`config.mk`:
```
export PLATFORM = sky130hd
export DESIGN_NAME = boot_rom_arbiter
export DESIGN_NICKNAME = d
export VERILOG_FILES = /design/src/rtl/boot_rom_arbiter.sv
export SDC_FILE = /design/constraint.sdc
export NUM_CORES = 1
export LEC_CHECK = 0
export ABC_AREA = 1
export BUFFER_PORTS_ARGS = -buffer_cell sky130_fd_sc_hd__buf_2
export CORE_UTILIZATION = 30
export CTS_CLUSTER_DIAMETER = 40
export DETAILED_ROUTE_END_ITERATION = 8
export PLACE_DENSITY = 0.92
export SYNTH_ARGS = -nofsm -noshare
export SYNTH_HDL_FRONTEND = slang
export SYNTH_SLANG_ARGS = --single-unit
export TNS_END_PERCENT = 50
```
`constraint.sdc`:
```
create_clock -name CLK -period 1.8 [get_ports CLK]
set_input_delay 0.36 -clock CLK [delete_from_list [all_inputs] [get_ports CLK]]
set_output_delay 0.36 -clock CLK [all_outputs]
set_load 0.01 [all_outputs]
```
`src/rtl/boot_rom_arbiter.sv`:
```
// rtl/boot_rom_arbiter.sv - two-port boot ROM arbiter; define BOOT_ROM_ARB_RR_EN for round-robin, else fixed instr priority
module boot_rom_arbiter #(
  parameter int ADDR_WIDTH = 10,
  parameter int DATA_WIDTH = 32,
  parameter int ROM_DEPTH  = 548
) (
  input  logic                  CLK,
  input  logic                  RST,
  input  logic                  instr_req_i,
  input  logic [ADDR_WIDTH-1:0] instr_addr_i,
  output logic                  instr_gnt_o,
  output logic                  instr_rvalid_o,
  output logic [DATA_WIDTH-1:0] instr_rdata_o,
  output logic                  instr_err_o,
  input  logic                  data_req_i,
  input  logic [ADDR_WIDTH-1:0] data_addr_i,
  output logic                  data_gnt_o,
  output logic                  data_rvalid_o,
  output logic [DATA_WIDTH-1:0] data_rdata_o,
  output logic                  data_err_o,
  output logic                  rom_csn_o,
  output logic [ADDR_WIDTH-1:0] rom_a_o,
  input  logic [DATA_WIDTH-1:0] rom_q_i
);

  // One extra bit so a depth equal to 2**ADDR_WIDTH still compares correctly.
  localparam logic [ADDR_WIDTH:0] DEPTH_LIM = (ADDR_WIDTH+1)'(ROM_DEPTH);

  // Arbitration bookkeeping: 0 = instr granted last, 1 = data granted last.
  logic last_grant;

  logic instr_in_range;
  logic data_in_range;
  logic instr_wins;
  logic instr_gnt;
  logic data_gnt;
  logic rom_access;

  // Per-port response flags, each live for exactly the cycle after a grant.
  logic instr_rvalid_q;
  logic instr_err_q;
  logic data_rvalid_q;
  logic data_err_q;

  assign instr_in_range = ({1'b0, instr_addr_i} < DEPTH_LIM);
  assign data_in_range  = ({1'b0, data_addr_i}  < DEPTH_LIM);

`ifdef BOOT_ROM_ARB_RR_EN
  // Round-robin: on contention the port that did not win last time goes first.
  assign instr_wins = last_grant;
`else
  // Fixed priority: instruction fetch always wins contention.
  assign instr_wins = 1'b1;
  // last_grant is still tracked so both builds share identical state.
  logic unused_last_grant;
  assign unused_last_grant = last_grant;
`endif

  // Combinational grant in the request cycle; nothing is granted during reset.
  always_comb begin
    instr_gnt = 1'b0;
    data_gnt  = 1'b0;
    if (!RST) begin
      if (instr_req_i && data_req_i) begin
        instr_gnt = instr_wins;
        data_gnt  = !instr_wins;
      end else begin
        instr_gnt = instr_req_i;
        data_gnt  = data_req_i;
      end
    end
  end

  assign instr_gnt_o = instr_gnt;
  assign data_gnt_o  = data_gnt;

  // Only an in-range grant selects the ROM; out-of-range grants leave it idle.
  assign rom_access = (instr_gnt && instr_in_range) || (data_gnt && data_in_range);
  assign rom_csn_o  = !rom_access;

  // Drive the granted address on a real ROM access, zero otherwise.
  always_comb begin
    rom_a_o = '0;
    if (instr_gnt && instr_in_range) begin
      rom_a_o = instr_addr_i;
    end else if (data_gnt && data_in_range) begin
      rom_a_o = data_addr_i;
    end
  end

  // Response flags and arbitration pointer; reset favours instr first.
  always_ff @(posedge CLK) begin
    if (RST) begin
      instr_rvalid_q <= 1'b0;
      instr_err_q    <= 1'b0;
      data_rvalid_q  <= 1'b0;
      data_err_q     <= 1'b0;
      last_grant     <= 1'b1;
    end else begin
      instr_rvalid_q <= instr_gnt;
      instr_err_q    <= instr_gnt && !instr_in_range;
      data_rvalid_q  <= data_gnt;
      data_err_q     <= data_gnt && !data_in_range;
      if (instr_gnt) begin
        last_grant <= 1'b0;
      end else if (data_gnt) begin
        last_grant <= 1'b1;
      end
    end
  end

  // A reset arriving in the response cycle drops that response immediately.
  assign instr_rvalid_o = instr_rvalid_q && !RST;
  assign instr_err_o    = instr_err_q && !RST;
  assign data_rvalid_o  = data_rvalid_q && !RST;
  assign data_err_o     = data_err_q && !RST;

  // ROM data is only forwarded on a valid, in-range response.
  assign instr_rdata_o = (instr_rvalid_o && !instr_err_o) ? rom_q_i : '0;
  assign data_rdata_o  = (data_rvalid_o && !data_err_o) ? rom_q_i : '0;

endmodule

```
Yosys cells after proc, flatten, opt, wreduce, memory -nomap -nowiden
Cells that the tools add are included.

Magnitude comparators: 2. Mux-type cells: 8. Reductions and logical operators: 18.

Operators by type and width (number): two-way mux 32 bit (2); less-than comparator 10 bit, second input constant (2); two-way mux 10 bit (2); logical AND 1 bit (11); zero test 1 bit (6); two-way mux 1 bit (4); logical OR 1 bit (1).

Bits in registers: 4. Bits of input ports: 56. Output and inout port bits: 81.

Longest topological paths before layout
Gate-level depths: netlist of run 1.

Word-level depth: 6. Mapped depth: 8. Mapped depth without buffers: 8.

Least setup slack after synthesis of run 1
Ideal clock, no wire load.

Path type: input-to-output. Start: input port RST. End: output port data_rdata_o[10]. Data arrival time: 1034 ps. Required time: 1440 ps. Path slack: 406 ps. Stages: 5. Cells stage by stage: buf_6 > nor2_4 > nand2_2 > buf_2 > nor2_1.

Elaborated cells between the ends (all ways): 6. Classes of those cells: mux (1); reduce/logical (5).

RTL lines: start: declaration (line 8) `input logic RST,`; zero test 1 bit (line 115) `assign data_rvalid_o = data_rvalid_q && !RST;`; logical AND 1 bit (line 115); named net data_rvalid_o (line 18) `output logic data_rvalid_o,`; logical AND 1 bit (line 120) `assign data_rdata_o = (data_rvalid_o && !data_err_o) ? rom_q_i : '0;`; two-way mux 32 bit (line 120); end: declaration (line 19) `output logic [DATA_WIDTH-1:0] data_rdata_o,`.

The timed path passes the listed nets, and every way through them passes these cells.

Final worst setup path of run 1
Start: input port instr_addr_i[8]. End: output port rom_a_o[3].

Cells in the longest elaborated chain, start to end: 3.

Ends and longest elaborated chain: start: declaration (line 10) `input logic [ADDR_WIDTH-1:0] instr_addr_i,`; less-than comparator 10 bit (line 45) `assign instr_in_range = ({1'b0, instr_addr_i} < DEPTH_LIM);`; logical AND 1 bit (line 84) `if (instr_gnt && instr_in_range) begin`; two-way mux 10 bit (line 84); end: declaration (line 22) `output logic [ADDR_WIDTH-1:0] rom_a_o,`.

Every way passes these cells.

==> impl_metrics.env, run 1 <==
export IMPL_holdWs_ns=0.392
export IMPL_routabilityCongestion=0.770
export IMPL_design_die_area_sq_um=2990
export IMPL_cts_setup_buffers=0
export IMPL_ys_seq_area_frac=0.0962
export IMPL_dr_total_vias=1410
export IMPL_overflow=0
export IMPL_cts_buffers=3
export IMPL_fin_ws_ns=0.149
export IMPL_ys_warn_count=0
export IMPL_cts_resized_gates=0
export IMPL_grt_use_total=0.174
export IMPL_cts_tree="done"
export IMPL_power_density_nw_per_um2=287
export IMPL_synthToLayoutAreaGrowth_pct=82.0
export IMPL_drv_slew=0
export IMPL_cts_root_buf="clkbuf_4"
export IMPL_ant_nets=0
export IMPL_maxSlewHeadroom=0.788
export IMPL_clkTransAtPathRegs_ns=0.04
export IMPL_drcViolationCount=0
export IMPL_wl_per_cell_um=9.41
export IMPL_start_util=0.327
export IMPL_num_rows=18
export IMPL_crit_chain="buf_2, nor3_1, nand2_1, nand2_2, nand3_1, nand2_1, buf_2"
export IMPL_worst_ep_required_time_ns=1.44
export IMPL_worst_path_buf_inv=2
export IMPL_synth_seq_cells=4
export IMPL_worst_setup_path_end_kind="output port"
export IMPL_drt_pass1_iter_count=4
export IMPL_rsz0062_at_grt="no"
export IMPL_setup_violations=0
export IMPL_dp_hpwl_um=2670
export IMPL_worst_ep_arrival_time_ns=1.29
export IMPL_die_width_um=54.7
export IMPL_die_h_um=54.7
export IMPL_worst_pin_slew_ns=0.318
export IMPL_antenna_found_initial=0
export IMPL_syn_inst=178
export IMPL_synthesis_area_sq_um=832
export IMPL_pre_cts_ws_ns=0.0842
export IMPL_io_pins=137
export IMPL_design_core_area_sq_um=2540
export IMPL_drive_gt1_frac=0.489
export IMPL_fin_crit_sh=0.917
export IMPL_vdd_drop_max_mv=0.300
export IMPL_cts_path_max_buffers=2
export IMPL_drt_iter0_drc=30
export IMPL_synth_distinct_cells=15
export IMPL_crit_path_top_delay_cell="nor3_1"
export IMPL_grt_pass1_wl_um=3850
export IMPL_cp_max_fo=11
export IMPL_grt_pass1_vias=950
export IMPL_ctsHoldBuffers=0
export IMPL_routed_via_density=4.18
export IMPL_cts_sinks=4
export IMPL_setup_tns_final_ns=0
export IMPL_syn_num_nets=234
export IMPL_finalNetCount=365
export IMPL_htreeDepth=1
export IMPL_grt_max_degree=33
export IMPL_leakagePower_nw=1.20
export IMPL_io_buffers=136
export IMPL_antenna_cells=0
export IMPL_crit_path_start_kind="primary input"
export IMPL_finalHoldViolCount=0
export IMPL_critPathMaxStageDelay_ns=0.24
export IMPL_cap_violations=0
export IMPL_critPathKind="primary input to output port"
export IMPL_final_min_clock_period_ns=1.65
export IMPL_fmax_mhz=606
export IMPL_hp_class="primary input to register"
export IMPL_syn_avg_cell_area_sq_um=4.67
export IMPL_status="finished, final reports clean"
export IMPL_routed_wirelength_um=3170
export IMPL_crit_family="simple AND/OR/NAND/NOR gates"
where the power goes:
group	switching, W	internal [W]
sequential	0.000000798	0.0000927
combinational	0.000132	0.0000989
clock	0.0000350	0.0000745
cell type report:
class	instances	area, sq um
fillers	260	1030
repair buffers	137	688
multi-input cells	120	524
inverters	43	161
flip-flops and latches	4	80.1
well taps	30	37.5
clock buffers	3	22.5
sequential cells by signal, indices dropped and copies added (netlist names):
register        flops
data_err_q          1
data_rvalid_q       1
instr_err_q         1
instr_rvalid_q      1
cells in the final DEF, fill, tap and decap left out, types with 2 or more instances in the layout:
cell type  instances
inv_2              2
buf_2            136
inv_1             41
nand2_1           19
nor2_4             2
nand3_1           19
dfxtp_1            4
clkbuf_4           3
nor2_1            70
nor3_1             3
nand2_2            2
nand2_4            2
path summary, 6_finish.rpt:
check	startpoint	end	slack, ns	cells after the start
max	instr_addr_i[8]	rom_a_o[3]	0.15	7
min	instr_req_i	instr_rvalid_q$_SDFF_PP0_	0.39	3
layer usage:
layer,wire (um),GRT usage
met5,0,0
met4,0,0.0385
met3,261,0.0278
met2,1660,0.347
met1,1250,0.184
synthesized netlist by cell type:
cell | n | area [sq um]
buf_6 | 3 | 33.8
inv_2 | 2 | 7.51
nor3_1 | 3 | 15.0
dfxtp_1 | 4 | 80.1
nand2_1 | 20 | 75.1
buf_2 | 6 | 30.0
nand2_2 | 3 | 18.8
nand4_1 | 1 | 6.26
nor2_2 | 1 | 6.26
inv_1 | 41 | 154
nand3_1 | 19 | 95.1
buf_4 | 2 | 15.0
nor2_1 | 70 | 263
nor2_4 | 2 | 22.5
nand3_2 | 1 | 10.0
per-stage QoR:
step	cells	cell area (sq um)	utilization	power, W
after floorplan	178	832	-	0.000220
after global placement	334	1480	0.581	0.000319
after detailed placement	334	1480	0.581	0.000324
after CTS	337	1500	0.590	0.000438
after global routing	337	1510	0.595	0.000478
final	337	1510	0.595	0.000434
cell families after synthesis:
kind of cell,after synthesis,share of synthesized area
simple gates,120,0.615
flops,4,0.0962
buf+inv,54,0.289
(Power assumes the default switching activity.)
==> run 2, diff against run 1 <==
- CORE_ASPECT_RATIO: unset -> 1.5
==> run 2 against run 1 <==
Sequential share of layout area decreased by 0.19 points. Clock power rose by 74%. Via count increased by 7.7%. Worst hold slack gained 0.020 ns. Sequential power about the same. Worst setup slack lost 0.0094 ns. Critical path type unchanged. Largest cell class unchanged.
==> impl_metrics.env, run 2 (same netlist as run 1, synthesis figures left out) <==
export IMPL_num_rows=23
export IMPL_io_buffers=136
export IMPL_setup_tns_final_ns=0
export IMPL_htreeDepth=1
export IMPL_cp_max_fo=11
export IMPL_drt_iter0_drc=25
export IMPL_cts_resized_gates=0
export IMPL_power_share_sequential=0.179
export IMPL_antenna_found_initial=0
export IMPL_ant_nets=0
export IMPL_grt_max_degree=29
export IMPL_worst_ep_required_time_ns=1.44
export IMPL_final_min_clock_period_ns=1.66
export IMPL_dp_cells=343
export IMPL_design_core_area_sq_um=2650
export IMPL_grt_pass1_vias=1115
export IMPL_drcViolationCount=0
export IMPL_routed_wirelength_um=3290
export IMPL_cts_sinks=4
export IMPL_drive_gt1_frac=0.492
export IMPL_power_density_nw_per_um2=333
export IMPL_p_clk_frac=0.364
export IMPL_status="finished, final reports clean"
export IMPL_cts_buffers=3
export IMPL_cap_violations=0
export IMPL_final_cell_count_no_fill=346
export IMPL_grt_pass1_wl_um=4510
export IMPL_cts_tree="done"
export IMPL_setup_violations=0
export IMPL_p_int_w=0.000340
export IMPL_synthToLayoutAreaGrowth_pct=88.9
export IMPL_cts_setup_buffers=0
export IMPL_switching_share=0.350
export IMPL_worst_pin_slew_ns=0.238
export IMPL_final_cell_mix="buf_2, nor2_1, inv_1, nand2_1, nand3_1"
export IMPL_overflow=0
export IMPL_clkTransAtPathRegs_ns=0.03
export IMPL_drv_slew=0
export IMPL_dr_total_vias=1519
export IMPL_crit_path_start_kind="primary input"
export IMPL_finalHoldViolCount=0
export IMPL_final_common_cell="buf_2"
export IMPL_io_pins=137
export IMPL_fin_crit_sh=0.922
export IMPL_dp_hpwl_um=2820
export IMPL_design_die_area_sq_um=2990
export IMPL_maxSlewHeadroom=0.840
export IMPL_ctsHoldBuffers=0
export IMPL_leakagePower_nw=1.23
export IMPL_antenna_cells=0
export IMPL_p_comb_frac=0.457
export IMPL_fmax_mhz=602
export IMPL_cts_path_max_buffers=2
export IMPL_routabilityCongestion=0.874
export IMPL_cts_root_buf="clkbuf_8"
export IMPL_worst_setup_path_end_kind="output port"
export IMPL_vdd_drop_max_mv=0.318
export IMPL_finalNetCount=367
export IMPL_grt_use_total=0.205
export IMPL_hp_class="primary input to register"
export IMPL_drt_pass1_iter_count=6
export IMPL_wl_per_cell_um=9.50
export IMPL_start_util=0.314
export IMPL_routed_via_density=4.39
export IMPL_p_sw_w=0.000183
export IMPL_die_width_um=45
export IMPL_die_h_um=66.5
export IMPL_critPathKind="primary input to output port"
export IMPL_worst_ep_arrival_time_ns=1.30
export IMPL_rsz0062_at_grt="no"
[run 2: worst paths after layout]
kind | from | cells after the start | slack (ns) | end
setup / recovery | instr_addr_i[8] | 7 | 0.14 | rom_a_o[4]
hold / removal | data_req_i | 3 | 0.41 | data_rvalid_q$_SDFF_PP0_
[run 2: worst max-delay path: stages]
cell and delay, ns:
buf_2 0.11, nor3_1 0.24, nand2_1 0.10, nand2_2 0.18
nand3_1 0.11, nand2_1 0.08, buf_2 0.12
[run 2: routing by layer]
metal  global-route usage  vias up  wire, um
met2                0.433      107      1780
li1                     -      767         -
met4               0.0795        0        34
met3               0.0325        4       351
met1                0.174      641      1120
met5                    0        -         0
[run 2: layout make-up]
type	count	area (sq um)
multi-input combinational	120	514
inverter	43	161
clock buffer	3	41.3
fill	287	1080
tap	37	46.3
sequential	4	80.1
timing repair buffer	139	728
[run 2: stage by stage]
| step | worst slack (ns) | power [W] | cell area [sq um] | hold slack, ns | util |
|---|---|---|---|---|---|
| global placement | 0.00443 | 0.000328 | 1530 | 0.620 | 0.577 |
| floorplan | 0.406 | 0.000220 | 832 | 0.515 | - |
| CTS | 0.0176 | 0.000527 | 1570 | 0.406 | 0.593 |
| finish | 0.140 | 0.000523 | 1570 | 0.412 | 0.594 |
| global route | 0.0188 | 0.000559 | 1570 | 0.428 | 0.594 |
| detailed placement | 0.0135 | 0.000333 | 1530 | 0.631 | 0.577 |
[run 2: power groups by stage]
stage | Combinational [W] | Sequential, W | Clock, W
final | 0.000239 | 0.0000936 | 0.000190
after global routing | 0.000264 | 0.0000941 | 0.000200
after CTS | 0.000239 | 0.0000936 | 0.000194
after detailed placement | 0.000239 | 0.0000948 | 0
after global placement | 0.000233 | 0.0000948 | 0
after floorplan | 0.000125 | 0.0000947 | 0
==> run 3, diff against run 2 <==
- GPL_TIMING_DRIVEN: unset -> 0
- SLEW_MARGIN: unset -> 25
==> run 3 against run 2 <==
First-iteration DRC count is 16% lower. Sequential power hardly changed. Cell count rose by 2.0%. Flip-flop and latch count did not move. Critical path depth is 1 higher. Global-route usage increased by 0.16 points. Count of clock-buffer cells in the layout stayed put. Die area stayed put. Final area grew 2.1%. Fmax fell by 0.30%. Largest power group unchanged. Routed wire length up 2.0%. Critical path type unchanged.
==> impl_metrics.env, run 3 (same netlist as run 1, synthesis figures left out) <==
export IMPL_status="finished, final reports clean"
export IMPL_worst_path_buf_inv=3
export IMPL_drt_iter0_drc=21
export IMPL_die_width_um=45
export IMPL_finalNetCount=374
export IMPL_start_util=0.314
export IMPL_cts_path_max_buffers=2
export IMPL_final_common_cell="buf_2"
export IMPL_whs_endpoint="instr_rvalid_q$_SDFF_PP0_"
export IMPL_clkTransAtPathRegs_ns=0.03
export IMPL_crit_chain="buf_2, nor3_2, nand2_1, nand2_1, buf_4, nand3_1, nand2_1, buf_2"
export IMPL_cp_max_fo=10
export IMPL_drv_slew=0
export IMPL_post_route_util=0.606
export IMPL_htreeDepth=1
export IMPL_worst_setup_path_end_kind="output port"
export IMPL_final_min_clock_period_ns=1.67
export IMPL_drcViolationCount=0
export IMPL_antenna_cells=0
export IMPL_cts_tree="done"
export IMPL_drive_gt1_frac=0.506
export IMPL_synthToLayoutAreaGrowth_pct=92.9
export IMPL_drt_pass1_iter_count=4
export IMPL_grt_pass1_vias=1214
export IMPL_antenna_found_initial=0
export IMPL_worst_ep_required_time_ns=1.44
export IMPL_crit_path_top_delay_cell="nor3_2"
export IMPL_design_core_area_sq_um=2650
export IMPL_hold_depth=2
export IMPL_worst_pin_slew_ns=0.230
export IMPL_cts_buffers=3
export IMPL_worst_ep_arrival_time_ns=1.31
export IMPL_critPathKind="primary input to output port"
export IMPL_dr_total_vias=1524
export IMPL_hp_start="RST"
export IMPL_wl_per_cell_um=9.49
export IMPL_setup_tns_final_ns=0
export IMPL_holdWs_ns=0.374
export IMPL_overflow=0
export IMPL_crit_family="simple AND/OR/NAND/NOR gates"
export IMPL_cap_violations=0
export IMPL_grt_max_degree=11
export IMPL_ctsHoldBuffers=0
export IMPL_maxSlewHeadroom=0.846
export IMPL_power_density_nw_per_um2=326
export IMPL_finalHoldViolCount=0
export IMPL_dp_hpwl_um=2860
export IMPL_routabilityCongestion=0.764
export IMPL_final_cell_mix="buf_2, nor2_1, inv_1, nand2_1, nand3_1"
export IMPL_fmax_mhz=600
export IMPL_grt_use_total=0.207
export IMPL_rsz0062_at_grt="no"
export IMPL_num_rows=23
export IMPL_critical_path_most_common_cell="nand2_1"
export IMPL_crit_path_start_kind="primary input"
export IMPL_grt_pass1_wl_um=4710
export IMPL_hp_class="primary input to register"
export IMPL_io_pins=137
export IMPL_cts_sinks=4
export IMPL_design_die_area_sq_um=2990
export IMPL_vdd_drop_max_mv=0.273
export IMPL_io_buffers=135
export IMPL_critPathMaxStageDelay_ns=0.21
export IMPL_routed_wirelength_um=3350
export IMPL_fin_crit_sh=0.925
export IMPL_leakagePower_nw=1.24
export IMPL_ant_nets=0
export IMPL_setup_violations=0
export IMPL_cts_root_buf="clkbuf_8"
export IMPL_die_h_um=66.5
export IMPL_routed_via_density=4.32
## run 3: where the power goes
group          switching [W]  internal (W)
clock network      0.0000417      0.000142
registers        0.000000720     0.0000929
logic               0.000136      0.000109
## run 3: routing by layer
metal,track usage,wire (um),vias up
li1,-,-,785
met1,0.189,1150,639
met2,0.429,1780,98
met3,0.0488,407,2
met4,0.0417,13,0
met5,0,0,-
## run 3: repair_timing
action / CTS / global route
buffers inserted: 0 / 0
gates resized for setup: 0 / 2
setup endpoints to repair: 0 / 9
## run 3: per-stage QoR
| step | instance area, sq um | setup WS, ns | power [W] | instances |
|---|---|---|---|---|
| 5_1_grt | 1610 | 0.0260 | 0.000561 | 353 |
| 3_3_place_gp | 1550 | 0.0479 | 0.000334 | 350 |
| 3_5_place_dp | 1550 | 0.0308 | 0.000339 | 350 |
| 2_1_floorplan | 832 | 0.406 | 0.000220 | 178 |
| 4_1_cts | 1600 | 0.0289 | 0.000528 | 353 |
| 6_report | 1610 | 0.135 | 0.000523 | 353 |
## run 3: cell type report
cell class | count | area [sq um]
plain buffers | 11 | 78.8
clock buffers | 3 | 41.3
fillers | 291 | 1040
inverters | 43 | 161
multi-input cells | 120 | 522
flip-flops and latches | 4 | 80.1
well taps | 37 | 46.3
repair buffers | 135 | 676
## run 3: worst max-delay path by stage
stage / startpoint / cells after the start / slack (ns) / end
final: data_addr_i[8] / 8 / 0.13 / rom_a_o[7]
after global routing: data_addr_i[3] / 10 / 0.03 / rom_a_o[7]
after CTS: instr_addr_i[8] / 8 / 0.03 / rom_a_o[1]
after detailed placement: instr_addr_i[8] / 8 / 0.03 / rom_a_o[1]
after global placement: data_addr_i[8] / 8 / 0.05 / rom_a_o[6]
after floorplan: RST / 5 / 0.41 / data_rdata_o[10]
